<file path="src/rtl/ic_pkg.sv">
// rtl/ic_pkg.sv - shared capture-mode encodings and widths for the input-capture front end
//
// Purpose : capture-mode codes, icm width and prescaler terminal counts used
//           by ic_edge_capture and its sub-blocks.
// Ports   : none (package).

package ic_pkg;

  localparam int ICM_W = 3;

  localparam logic [ICM_W-1:0] ICM_OFF    = 3'b000;
  localparam logic [ICM_W-1:0] ICM_EVERY  = 3'b001;
  localparam logic [ICM_W-1:0] ICM_FALL   = 3'b010;
  localparam logic [ICM_W-1:0] ICM_RISE   = 3'b011;
  localparam logic [ICM_W-1:0] ICM_RISE4  = 3'b100;
  localparam logic [ICM_W-1:0] ICM_RISE16 = 3'b101;

  localparam int PRESC_W = 4;

  // Counter value on which the qualifying rise lands (count starts at 0).
  localparam logic [PRESC_W-1:0] PRESC4_LAST  = 4'd3;
  localparam logic [PRESC_W-1:0] PRESC16_LAST = 4'd15;

endpackage

</file>
<file path="src/rtl/ic_sync.sv">
// rtl/ic_sync.sv - capture-pin synchroniser with one extra delayed sample
//
// Purpose : brings the asynchronous capture pin into the clk domain through
//           SYNC_STAGES flops and provides the last stage (s) plus a one-cycle
//           delayed copy (p) for edge detection.
// Ports   : i_clk   - system clock
//           i_rst_n - synchronous active-low reset
//           i_d     - asynchronous input
//           o_s     - synchronised level (last stage)
//           o_p     - o_s delayed by one cycle

module ic_sync #(
  parameter int SYNC_STAGES = 2
) (
  input  logic i_clk,
  input  logic i_rst_n,
  input  logic i_d,
  output logic o_s,
  output logic o_p
);

  logic [SYNC_STAGES-1:0] r_chain;
  logic                   r_p;

  always_ff @(posedge i_clk) begin
    if (!i_rst_n) begin
      r_chain <= '0;
      r_p     <= 1'b0;
    end else begin
      r_chain <= {r_chain[SYNC_STAGES-2:0], i_d};
      r_p     <= r_chain[SYNC_STAGES-1];
    end
  end

  assign o_s = r_chain[SYNC_STAGES-1];
  assign o_p = r_p;

endmodule

</file>
<file path="src/rtl/ic_edge_capture.sv">
// rtl/ic_edge_capture.sv - input-capture event front end (edge detect, prescale, interrupt)
//
// Purpose : synchronises the capture pin, qualifies edges per capture mode
//           (with /4 and /16 rising prescale), and emits one capture event
//           per qualifying edge: a level toggle on o_ins, a one-cycle o_cap_stb
//           and, every i_ici+1 events, a one-cycle o_ic_if.
// Ports   : i_clk     - system clock
//           i_rst_n   - synchronous active-low reset
//           i_ic_pin  - asynchronous capture pin
//           i_icon    - module enable
//           i_icm     - capture mode (see ic_pkg)
//           i_ici     - interrupt after i_ici+1 events
//           o_ins     - toggles once per capture event
//           o_cap_stb - one-cycle pulse per capture event
//           o_ic_if   - one-cycle capture-interrupt pulse

module ic_edge_capture
  import ic_pkg::*;
#(
  parameter int SYNC_STAGES = 2
) (
  input  logic             i_clk,
  input  logic             i_rst_n,
  input  logic             i_ic_pin,
  input  logic             i_icon,
  input  logic [ICM_W-1:0] i_icm,
  input  logic [1:0]       i_ici,
  output logic             o_ins,
  output logic             o_cap_stb,
  output logic             o_ic_if
);

  // Arming lasts until the chain and the p sample hold post-reset data.
  localparam int ARM_LAST = SYNC_STAGES + 1;
  localparam int ARM_W    = $clog2(ARM_LAST + 1);

  logic               w_s;
  logic               w_p;
  logic [ARM_W-1:0]   r_arm;
  logic               w_armed;
  logic               w_rise;
  logic               w_fall;
  logic               w_mode_ok;
  logic               w_active;
  logic               w_qual;
  logic [PRESC_W-1:0] w_presc_nxt;

  logic [ICM_W-1:0]   r_icm;
  logic [PRESC_W-1:0] r_presc;
  logic [1:0]         r_evcnt;
  logic               r_ins;
  logic               r_cap_stb;
  logic               r_ic_if;

  ic_sync #(
    .SYNC_STAGES (SYNC_STAGES)
  ) u_sync (
    .i_clk   (i_clk),
    .i_rst_n (i_rst_n),
    .i_d     (i_ic_pin),
    .o_s     (w_s),
    .o_p     (w_p)
  );

  assign w_armed = (r_arm == ARM_W'(ARM_LAST));

  always_ff @(posedge i_clk) begin
    if (!i_rst_n) begin
      r_arm <= '0;
    end else if (!w_armed) begin
      r_arm <= r_arm + 1'b1;
    end
  end

  // p keeps tracking while disabled, so a level already present at enable
  // time never looks like an edge.
  assign w_rise = w_armed & w_s & ~w_p;
  assign w_fall = w_armed & ~w_s & w_p;

  always_comb begin
    w_mode_ok = 1'b0;
    case (i_icm)
      ICM_EVERY, ICM_FALL, ICM_RISE, ICM_RISE4, ICM_RISE16: w_mode_ok = 1'b1;
      default:                                              w_mode_ok = 1'b0;
    endcase
  end

  // A cycle whose mode differs from the registered copy is dead: no event,
  // counters cleared.
  assign w_active = i_icon & w_mode_ok & (i_icm == r_icm);

  always_comb begin
    w_qual      = 1'b0;
    w_presc_nxt = '0;
    case (i_icm)
      ICM_EVERY: w_qual = w_rise | w_fall;
      ICM_FALL:  w_qual = w_fall;
      ICM_RISE:  w_qual = w_rise;
      ICM_RISE4: begin
        w_qual      = w_rise && (r_presc == PRESC4_LAST);
        w_presc_nxt = w_qual ? '0 : (w_rise ? r_presc + 1'b1 : r_presc);
      end
      ICM_RISE16: begin
        w_qual      = w_rise && (r_presc == PRESC16_LAST);
        w_presc_nxt = w_qual ? '0 : (w_rise ? r_presc + 1'b1 : r_presc);
      end
      default: begin
        w_qual      = 1'b0;
        w_presc_nxt = '0;
      end
    endcase
  end

  always_ff @(posedge i_clk) begin
    if (!i_rst_n) begin
      r_icm     <= ICM_OFF;
      r_presc   <= '0;
      r_evcnt   <= '0;
      r_ins     <= 1'b0;
      r_cap_stb <= 1'b0;
      r_ic_if   <= 1'b0;
    end else begin
      r_icm     <= i_icm;
      r_cap_stb <= 1'b0;
      r_ic_if   <= 1'b0;
      if (!w_active) begin
        r_presc <= '0;
        r_evcnt <= '0;
      end else begin
        r_presc <= w_presc_nxt;
        if (w_qual) begin
          r_cap_stb <= 1'b1;
          r_ins     <= ~r_ins;
          if (r_evcnt == i_ici) begin
            r_ic_if <= 1'b1;
            r_evcnt <= '0;
          end else begin
            r_evcnt <= r_evcnt + 1'b1;
          end
        end
      end
    end
  end

  assign o_ins     = r_ins;
  assign o_cap_stb = r_cap_stb;
  assign o_ic_if   = r_ic_if;

endmodule
</file>
<file path="config.mk">
export PLATFORM = sky130hd
export DESIGN_NAME = ic_edge_capture
export DESIGN_NICKNAME = d
export VERILOG_FILES = /design/src/rtl/ic_pkg.sv /design/src/rtl/ic_sync.sv /design/src/rtl/ic_edge_capture.sv
export SDC_FILE = /design/constraint.sdc
export NUM_CORES = 1
export LEC_CHECK = 0
export ABC_AREA = 1
export CORE_ASPECT_RATIO = 1.75
export CORE_MARGIN = 4
export CORE_UTILIZATION = 35
export CTS_BUF_LIST = sky130_fd_sc_hd__clkbuf_8
export CTS_CLUSTER_DIAMETER = 50
export DETAILED_ROUTE_END_ITERATION = 10
export HOLD_SLACK_MARGIN = 0.15
export PLACE_DENSITY = 0.61
export SYNTH_ARGS = -nofsm -noshare
export SYNTH_HDL_FRONTEND = slang
export SYNTH_SLANG_ARGS = --single-unit
</file>
<file path="constraint.sdc">
create_clock -name i_clk -period 1.3 [get_ports i_clk]
set_input_delay 0.325 -clock i_clk [delete_from_list [all_inputs] [get_ports i_clk]]
set_output_delay 0.325 -clock i_clk [all_outputs]
set_load 0.05 [all_outputs]
</file>
# Word level (Yosys, flattened, before mapping)
# Index checks and enable logic that the tools add are counted.
[totals] regBits=17 word_cells=47 out_inout_bits=3
[op_classes] n_bitwise=10 eq_ne=10 n_addsub=3 mux=9 reduce_logical=6
[op_table] op="2-to-1 mux 4 bit" count=3
[op_table] op="case mux 4 bit (2 select lines)" count=1
[op_table] op="bitwise AND 1 bit" count=6
[op_table] op="== test 3 x 2 -> 1 bit, second input constant" count=2
[op_table] op="== test 3 bit, second input constant" count=2
[op_table] op="case mux 1 bit (5 select lines)" count=1
[op_table] op="OR reduction 5 bit" count=1
[op_table] op="adder 2 x 1 -> 2 bit, second input constant" count=2
[op_table] op="adder 4 x 1 -> 4 bit, second input constant" count=1
[op_table] op="== test 4 x 2 -> 1 bit, second input constant" count=1
[op_table] op="== test 4 bit, second input constant" count=1
[op_table] op="AND reduction 2 bit" count=2
[op_table] op="== test 3 x 1 -> 1 bit, second input constant" count=1
[op_table] op="== test 3 bit" count=1
[op_table] op="2-to-1 mux 1 bit" count=3
[op_table] op="NOT 1 bit" count=3
[op_table] op="AND reduction 3 bit" count=1
[op_table] op="== test 2 bit" count=1
[op_table] op="== test 2 bit, second input constant" count=1
[op_table] op="logical AND 1 bit" count=2
[op_table] op="2-to-1 mux 2 bit" count=1
[op_table] op="OR 1 bit" count=1

# Logic depth before layout (Yosys ltp)
# Gate-level depths: netlist of the first run.
[logic_depth] depth_word=6 mapped_depth=10

# By module
# Synthesis of the first run repeated with hierarchy kept, for this count alone.
[hier_totals] hier_cells=119 area_unflattened_um2=880.8
[by_module_without_submodules] module="ic_edge_capture" cells_each=110 n_inst=1 area_per_inst_um2=798.3 seq_area_each_um2=280.3
[by_module_without_submodules] module="ic_sync" cells_each=9 n_inst=1 area_per_inst_um2=82.6 seq_area_each_um2=60.1

# Least setup slack after synthesis of the first run
# No wires, ideal clock.
[synth_timing] path_type="register to register" from="reg r_arm[0]" to="reg r_ins (netlist: o_ins)" stages_incl_launch_ff=11 slack_ns=-0.095 t_arrival_ns=1.278 cell_sequence="dfxtp_1 ha_1 nand2_2 nor2_4 nand2_4 nor2_2 nor2_2 nand2_4 nand3_1 nand2_1 nor2_1"
[synth_between] elab_chain_cells=6 word_cells_on_any_way=10
[synth_rtl] item="from (decl)" line="ic_edge_capture.sv:39" rtl="logic [ARM_W-1:0] r_arm;"
[synth_rtl] item="from (signal assigned)" line="ic_edge_capture.sv:71" rtl="r_arm <= r_arm + 1'b1;"
[synth_rtl] item="== test 2 bit (*)" line="ic_edge_capture.sv:65" rtl="assign w_armed = (r_arm == ARM_W'(ARM_LAST));"
[synth_rtl] item="bitwise AND 1 bit, on equally long branches (2 in series)" line="ic_edge_capture.sv:77, ic_edge_capture.sv:78"
[synth_rtl] item="OR 1 bit (tied with other cells)" line="ic_edge_capture.sv:96" rtl="ICM_EVERY: w_qual = w_rise | w_fall;"
[synth_rtl] item="case mux 1 bit (5 select lines) (*)" line="ic_edge_capture.sv:95" rtl="case (i_icm)"
[synth_rtl] item="AND reduction 2 bit (no source line) (*)"
[synth_rtl] item="to (signal assigned)" line="ic_edge_capture.sv:133" rtl="r_ins <= ~r_ins;"
[synth_rtl] item="to (decl)" line="ic_edge_capture.sv:51" rtl="logic r_ins;"
# Every way passes the cells marked *; elsewhere a longest branch is shown, timed or not.
# A chain may end at the register's enable or synchronous reset.

# Worst setup path after layout of the first run
[layout_timing] from="reg r_presc[1]" to="reg r_evcnt[0]"
[layout_between] elab_chain_cells=3 word_cells_on_any_way=5
[layout_rtl] item="from (decl)" line="ic_edge_capture.sv:49" rtl="logic [PRESC_W-1:0] r_presc;"
[layout_rtl] item="from (signal assigned)" line="ic_edge_capture.sv:130" rtl="r_presc <= w_presc_nxt;"
[layout_rtl] item="== test 4 bit or == test 4 x 2 -> 1 bit (tied branches)" line="ic_edge_capture.sv:104, ic_edge_capture.sv:100"
[layout_rtl] item="logical AND 1 bit, on equally long branches" line="ic_edge_capture.sv:104, ic_edge_capture.sv:100"
[layout_rtl] item="case mux 1 bit (5 select lines) (*)" line="ic_edge_capture.sv:95"
[layout_rtl] item="to (signal assigned)" line="ic_edge_capture.sv:138" rtl="r_evcnt <= r_evcnt + 1'b1;"
[layout_rtl] item="to (decl)" line="ic_edge_capture.sv:50" rtl="logic [1:0] r_evcnt;"
# Marked as above.

==> flow_metrics.tcl, run 1 <==
set metrics [dict create \
    drc 0 \
    initialDrtViolationCount 24 \
    crit_chain "ha_4 -> inv_2 -> nor2_2 -> nand3_2 -> nor2_2 -> nor2_4 -> nand2_4 -> inv_4 -> nor2_1 -> nor2_1" \
    dp.cells 169 \
    port_buffers 11 \
    root_buffer "clkbuf_8" \
    path_buf_inv 2 \
    wire_per_inst_um 10.7 \
    violations "negative setup slack" \
    synth_cell_types 23 \
    final.setup_skew_ns 0.00472 \
    track_usage_pct 12.1 \
    r2r_end "r_evcnt[0]$_SDFFE_PN0P_" \
    grt_setup_unrepaired "true" \
    synth_edf_count 0 \
    hp-start "u_sync.r_chain[0]$_SDFF_PN0_" \
    dp_worst_setup_slack_ns -0.487 \
    arrival_ns 1.52 \
    hold_violations 0 \
    synth_top_flop_cell "dfxtp_1" \
    syn_nets 137 \
    drt-total-wl_um 1900 \
    yosys-top-cells-area "dfxtp_1, nand2_1, nor2_1" \
    diodes 0 \
    finalNetCount 164 \
    critPathMaxStageDelay_ns 0.35 \
    fmax_mhz 734 \
    regToRegStartpoint "r_presc[1]$_SDFF_PN0_" \
    tightest_slew_ns 0.289 \
    fin_crit_ns 1.36 \
    htreeDepth 1 \
    vias 829 \
    instances_no_fill 178 \
    rows 24 \
    worst_setup_path_start_kind "flop" \
    rrSetupSlack_ns -0.06 \
    p_per_area_mw_per_mm2 885 \
    finalSetupViolCount 5 \
    overflow 0 \
    p_leak_uw 0.000639 \
    synthXorXnorAreaFrac_pct 8.47 \
    avgSynthCellArea_sq_um 7.39 \
    grt_pass1_vias 820 \
    layout-drive-gt1-share_pct 34.9 \
    status "complete, but fails checks" \
    netlist_instances 126 \
    synth.most_common_cell "nand2_1" \
    muxShareOfSynthArea_pct 0 \
    fin_ws_ns -0.0631 \
    clkTransAtPathRegs_ns 0.07 \
    gp_congestion 0.781 \
    synth_top_family_by_area "simple AND/OR/NAND/NOR gates" \
    yosysSeqAreaShare_pct 36.6 \
    maxCapViolCount 0 \
    min_path_type "reg2reg" \
    core_area_sq_mm 0.00252 \
    dpl.hpwl_um 1390 \
    die_w_um 47.0 \
    clock_latency_ns 0.26 \
    yosysWarnings 0 \
    syn_area_sq_um 931 \
    critPathTopFamily "simple AND/OR/NAND/NOR gates" \
    worstHoldPathCells 2 \
    dr.pass1.iters 4 \
    cts_buffer_depth 2 \
    synth_top_cell_area_share_pct 36.6 \
    crit_required_ns 1.45 \
    area_delta_synth_final_pct 41.3 \
    synth_top_area_cell "dfxtp_1" \
    finalCritPeriodShare_pct 105 \
    critical_path.max_fanout 5 \
    finalMaxSlewViolations 0 \
    crit_type "reg2reg" \
    cts_tree "done" \
    synth_compound_area_share_pct 5.51 \
    clock-sinks 17 \
    cts_buffers 3 \
    async_flop_share_pct 0 \
    dieArea_sq_mm 0.00358 \
    ir_drop_mv 0.671 \
    synth_common_cells "nand2_1, dfxtp_1, nor2_1" \
    ff2ff_path_depth 10 \
    grt_max_degree 10 \
    yosys.area_share.simple_pct 37.5 \
    worst_path_max_delay_cell "dfxtp_2" \
    start_util_pct 36.9 \
    min_to "u_sync.r_chain[1]$_SDFF_PN0_" \
    grt_first_pass_wirelength_um 3210 \
    antenna_found_initial 0 \
    hold_buffers 0 \
    ys_ff_latch 17 \
    die_h_um 76.2 \
    crit_path_end_kind "flop" \
    drt-vias-per-instance 4.66 \
    antenna_left 0 \
    io_pins 12 \
    relSlewSlack_pct 80.6 \
    synthAdderAreaFrac_pct 2.69 \
]
[worst max-delay path by stage]
stage	start	end	cells after the start	slack (ns)
after floorplan	r_presc[0]$_SDFF_PN0_	o_ins$_SDFFE_PN0P_	10	0.001
after CTS	r_arm[1]$_SDFFE_PN0P_	r_evcnt[0]$_SDFFE_PN0P_	10	-0.03
after global placement	i_icm[0]	r_evcnt[0]$_SDFFE_PN0P_	10	-0.44
after global routing	r_arm[1]$_SDFFE_PN0P_	r_evcnt[0]$_SDFFE_PN0P_	10	-0.16
after detailed placement	i_icm[1]	o_ic_if$_SDFF_PN0_	6	-0.49
final	r_presc[1]$_SDFF_PN0_	r_evcnt[0]$_SDFFE_PN0P_	10	-0.06
[per-stage QoR]
step / TNS, ns / hold WS (ns) / cell area, sq um / utilization (%) / total power [uW]
finish: -0.219 / 0.419 / 1320 / 52.1 / 1160
global route: -0.931 / 0.447 / 1320 / 52.1 / 1220
CTS: -0.111 / 0.424 / 1300 / 51.7 / 1160
detailed placement: -4.05 / 0.409 / 1160 / 46.2 / 770
global placement: -3.61 / 0.401 / 1160 / 46.2 / 761
floorplan: 0 / 0.390 / 951 / - / 702
[state kept, by name, indices dropped and copies added, names as in the netlist]
name	count
o_ic_if	1
o_ins	1
r_presc	4
r_evcnt	2
u_sync.o_p	1
u_sync.r_chain	2
o_cap_stb	1
r_icm	3
r_arm	2
[power breakdown]
group          total (uW)  internal, uW  switching (uW)
sequential            577           553            24.2
combinational         195           103            91.8
clock                 392           210             182
total                1160           866             298
[kinds of logic (layout without fill, tap and decap cells)]
family / count (synthesis) / count (layout)
AND/OR/NAND/NOR: 67 / 67
flip-flops: 17 / 17
adder cells (fa/ha/maj): 2 / 2
XOR/XNOR: 9 / 9
buffers and inverters: 21 / 47
AO/OA/AOI/OAI: 10 / 10
[timing repair]
item	in CTS	in global routing
endpoints found under the setup margin	9	9
gates resized for setup	22	1
buffers inserted	4	1
pin swaps	9	0
hold endpoints to repair	0	0
[routing by layer]
layer	global-route usage [%]	part of all wire (%)	vias up
met2	21.4	56	12
met1	12.0	38	369
met4	6.65	3.2	0
met3	2.13	3.6	7
li1	-	-	441
met5	0	0	-
[worst reg2reg max path: cells and delay by family (launching register included)]
kind                     cells  cell delay [ns]
AND/OR/NAND/NOR              7             0.67
flip-flops                   1             0.35
adder cells (fa/ha/maj)      1             0.14
buffers and inverters        2             0.08
[layout by cell type (no fill, tap or decap), types with 4 or more instances in the layout]
| cell | synthesis | final |
|---|---|---|
| inv_1 | 16 | 16 |
| buf_4 | 0 | 12 |
| clkdlybuf4s50_1 | 0 | 5 |
| dfxtp_2 | 0 | 4 |
| nand2_4 | 3 | 4 |
| nor2_4 | 2 | 5 |
| dfxtp_1 | 17 | 13 |
| nand2_1 | 29 | 27 |
| inv_2 | 4 | 4 |
| xor2_1 | 5 | 5 |
| nor2_1 | 17 | 15 |
[cell type report]
class / instances / area (sq um)
clock buffers: 3 / 41.3
multi-input cells: 88 / 588
repair buffers: 23 / 226
clock inverters: 1 / 3.75
inverters: 20 / 77.6
well taps: 26 / 32.5
fillers: 248 / 1210
flip-flops and latches: 17 / 345
No activity file was read; power rests on OpenSTA's default activity.
==> inputs of run 2 (changes only) <==
--- a/config.mk
+++ b/config.mk
@@ -6,14 +6,13 @@
 export NUM_CORES = 1
 export LEC_CHECK = 0
 export ABC_AREA = 1
-export CORE_ASPECT_RATIO = 1.75
 export CORE_MARGIN = 4
-export CORE_UTILIZATION = 35
+export CORE_UTILIZATION = 60
 export CTS_BUF_LIST = sky130_fd_sc_hd__clkbuf_8
 export CTS_CLUSTER_DIAMETER = 50
 export DETAILED_ROUTE_END_ITERATION = 10
 export HOLD_SLACK_MARGIN = 0.15
-export PLACE_DENSITY = 0.61
+export PLACE_DENSITY = 0.9
 export SYNTH_ARGS = -nofsm -noshare
 export SYNTH_HDL_FRONTEND = slang
 export SYNTH_SLANG_ARGS = --single-unit
==> constraint.sdc (replaced) <==
create_clock -name i_clk -period 1.6 [get_ports i_clk]
set_input_delay 0.4 -clock i_clk [delete_from_list [all_inputs] [get_ports i_clk]]
set_output_delay 0.4 -clock i_clk [all_outputs]
set_load 0.05 [all_outputs]
==> run 2 against run 1 <==
Against the previous run:
- the run now ends clean
- first-iteration DRC count is 67% lower
- critical path depth unchanged
- die area decreased by 37%
- maximum frequency is 9.3% lower
- clock power down 20%
- largest cell class unchanged
- total power is 21% lower
- critical endpoint is now o_ins$_SDFFE_PN0P_
- setup slack better by 0.16 ns
- non-clock buffer count decreased by 10
==> flow_metrics.tcl, run 2 (synthesis results as in run 1) <==
set metrics [dict create \
    tightest_slew_ns 0.293 \
    final_area_sq_mm 0.00119 \
    cts_tree "done" \
    p_per_area_mw_per_mm2 773 \
    fmax_mhz 665 \
    fill_cells 69 \
    maxCapViolCount 0 \
    setup_tns_ns 0 \
    critPathMaxStageDelay_ns 0.36 \
    arrival_ns 1.65 \
    internal_power_uw 687 \
    power_switching_uw 236 \
    hold_violations 0 \
    dr.pass1.iters 4 \
    relSlewSlack_pct 80.4 \
    dieArea_sq_mm 0.00225 \
    final.setup_skew_ns 0.00303 \
    finalCritPeriodShare_pct 94.0 \
    cp_num_cells 10 \
    clock_latency_ns 0.25 \
    placed_area_sq_mm 0.00109 \
    pwr-share-seq_pct 51.0 \
    drt-vias-per-instance 5.04 \
    final_cell_mix "nand2_1, inv_1, nor2_1" \
    root_buffer "clkbuf_8" \
    crit_required_ns 1.74 \
    port_buffers 11 \
    largest_register_ffs 4 \
    drt-total-wl_um 1950 \
    layout-drive-gt1-share_pct 23.9 \
    crit_path_end_kind "flop" \
    status "finished, final reports clean" \
    layout_commonest_cell "nand2_1" \
    finalNetCount 154 \
    grt_first_pass_wirelength_um 2910 \
    critPathTopFamily "simple AND/OR/NAND/NOR gates" \
    die_w_um 47.4 \
    area_delta_synth_final_pct 28.2 \
    p_clk_share_pct 33.8 \
    ff2ff_path_depth 10 \
    clock-sinks 17 \
    dpl.hpwl_um 1420 \
    largestRegisters "r_presc (4), r_icm (3)" \
    wire_per_inst_um 12.4 \
    ir_drop_mv 0.813 \
    crit_type "reg2reg" \
    diodes 0 \
    grt_max_degree 10 \
    worst_setup_path_start_kind "flop" \
    r2r_end "o_ins$_SDFFE_PN0P_" \
    finalMaxSlewViolations 0 \
    antenna_found_initial 0 \
    vias 792 \
    finalSetupViolCount 0 \
    hold_buffers 0 \
    cp-endpoint "o_ins$_SDFFE_PN0P_" \
    initialDrtViolationCount 8 \
    power_frac_comb_pct 15.2 \
    critical_path.max_fanout 6 \
    rows 13 \
    worst_path_max_delay_cell "dfxtp_2" \
    fin_crit_ns 1.50 \
    cts_buffers 3 \
    die_h_um 47.4 \
    switching_share_pct 25.6 \
    crit_chain "ha_4 -> nand2_2 -> nor2_4 -> nand2_4 -> nor2_2 -> nor2_2 -> nand2_4 -> nand3_1 -> nand2_1 -> nor2_1" \
    regToRegStartpoint "r_arm[0]$_SDFFE_PN0P_" \
    antenna_left 0 \
    drc 0 \
    gp_congestion 0.884 \
    io_pins 12 \
    p_leak_uw 0.000596 \
    path_buf_inv 0 \
    min_path_type "reg2reg" \
    core_area_sq_mm 0.00138 \
    regMostFlops "r_presc" \
    clkTransAtPathRegs_ns 0.06 \
    htreeDepth 1 \
    track_usage_pct 19.3 \
    overflow 0 \
    grt_pass1_vias 743 \
    rrSetupSlack_ns 0.1 \
    start_util_pct 67.3 \
    cts_buffer_depth 2 \
    critPathLaunch "r_arm[0]$_SDFFE_PN0P_" \
]
-- run 2: per-layer routing --
layer / share of wire, % / vias up / track usage (%) / wire, um
met1: 43 / 345 / 20.5 / 834
met3: 5.1 / 8 / 6.13 / 99
met5: 0 / - / 0 / 0
met2: 50 / 23 / 32.6 / 965
li1: - / 416 / - / -
met4: 2.3 / 0 / 12.2 / 45
-- run 2: per-stage QoR --
stage / power (uW) / setup WS [ns] / util, % / hold slack, ns / instances
final: 923 / 0.0965 / 86.3 / 0.423 / 157
after global placement: 583 / -0.212 / 78.6 / 0.401 / 152
after global routing: 972 / -0.0219 / 86.3 / 0.451 / 157
after detailed placement: 590 / -0.252 / 78.6 / 0.412 / 152
after floorplan: 550 / 0.205 / - / 0.390 / 126
after CTS: 906 / 0.0138 / 81.8 / 0.428 / 156
-- run 2: worst min path at each step --
stage | from | endpoint | slack [ns] | cells after the start
floorplan | u_sync.r_chain[0]$_SDFF_PN0_ | u_sync.r_chain[1]$_SDFF_PN0_ | 0.39 | 2
global placement | u_sync.r_chain[0]$_SDFF_PN0_ | u_sync.r_chain[1]$_SDFF_PN0_ | 0.40 | 2
detailed placement | u_sync.r_chain[0]$_SDFF_PN0_ | u_sync.r_chain[1]$_SDFF_PN0_ | 0.41 | 2
CTS | u_sync.r_chain[0]$_SDFF_PN0_ | u_sync.r_chain[1]$_SDFF_PN0_ | 0.43 | 2
global route | i_icm[2] | r_icm[2]$_SDFF_PN0_ | 0.45 | 3
finish | u_sync.r_chain[0]$_SDFF_PN0_ | u_sync.r_chain[1]$_SDFF_PN0_ | 0.42 | 2
-- run 2: power groups by stage --
stage	Sequential (uW)	Combinational [uW]	Clock, uW
floorplan	465	85.0	0
global placement	467	116	0
detailed placement	468	122	0
CTS	459	124	323
global route	472	161	339
finish	471	141	312
-- run 2: layout make-up --
class / instances / area [sq um] / area share (%)
Clock buffer: 3 / 41.3 / 3.46
Clock inverter: 1 / 3.75 / 0.314
Inverter: 20 / 75.1 / 6.29
Multi-Input combinational cell: 88 / 549 / 46.0
Sequential cell: 17 / 343 / 28.7
Tap cell: 15 / 18.8 / 1.57
Timing Repair Buffer: 13 / 163 / 13.6
-- run 2: what timing repair did --
action                     CTS  global route
gates resized for setup      0            15
buffers inserted             0             1
setup endpoints to repair    0             9
-- run 2: worst register-to-register path, delay by kind of cell (launching register included) --
family                   cells  cell delay (ns)
flip-flops                   1             0.36
AND/OR/NAND/NOR              9             0.87
adder cells (fa/ha/maj)      1             0.17
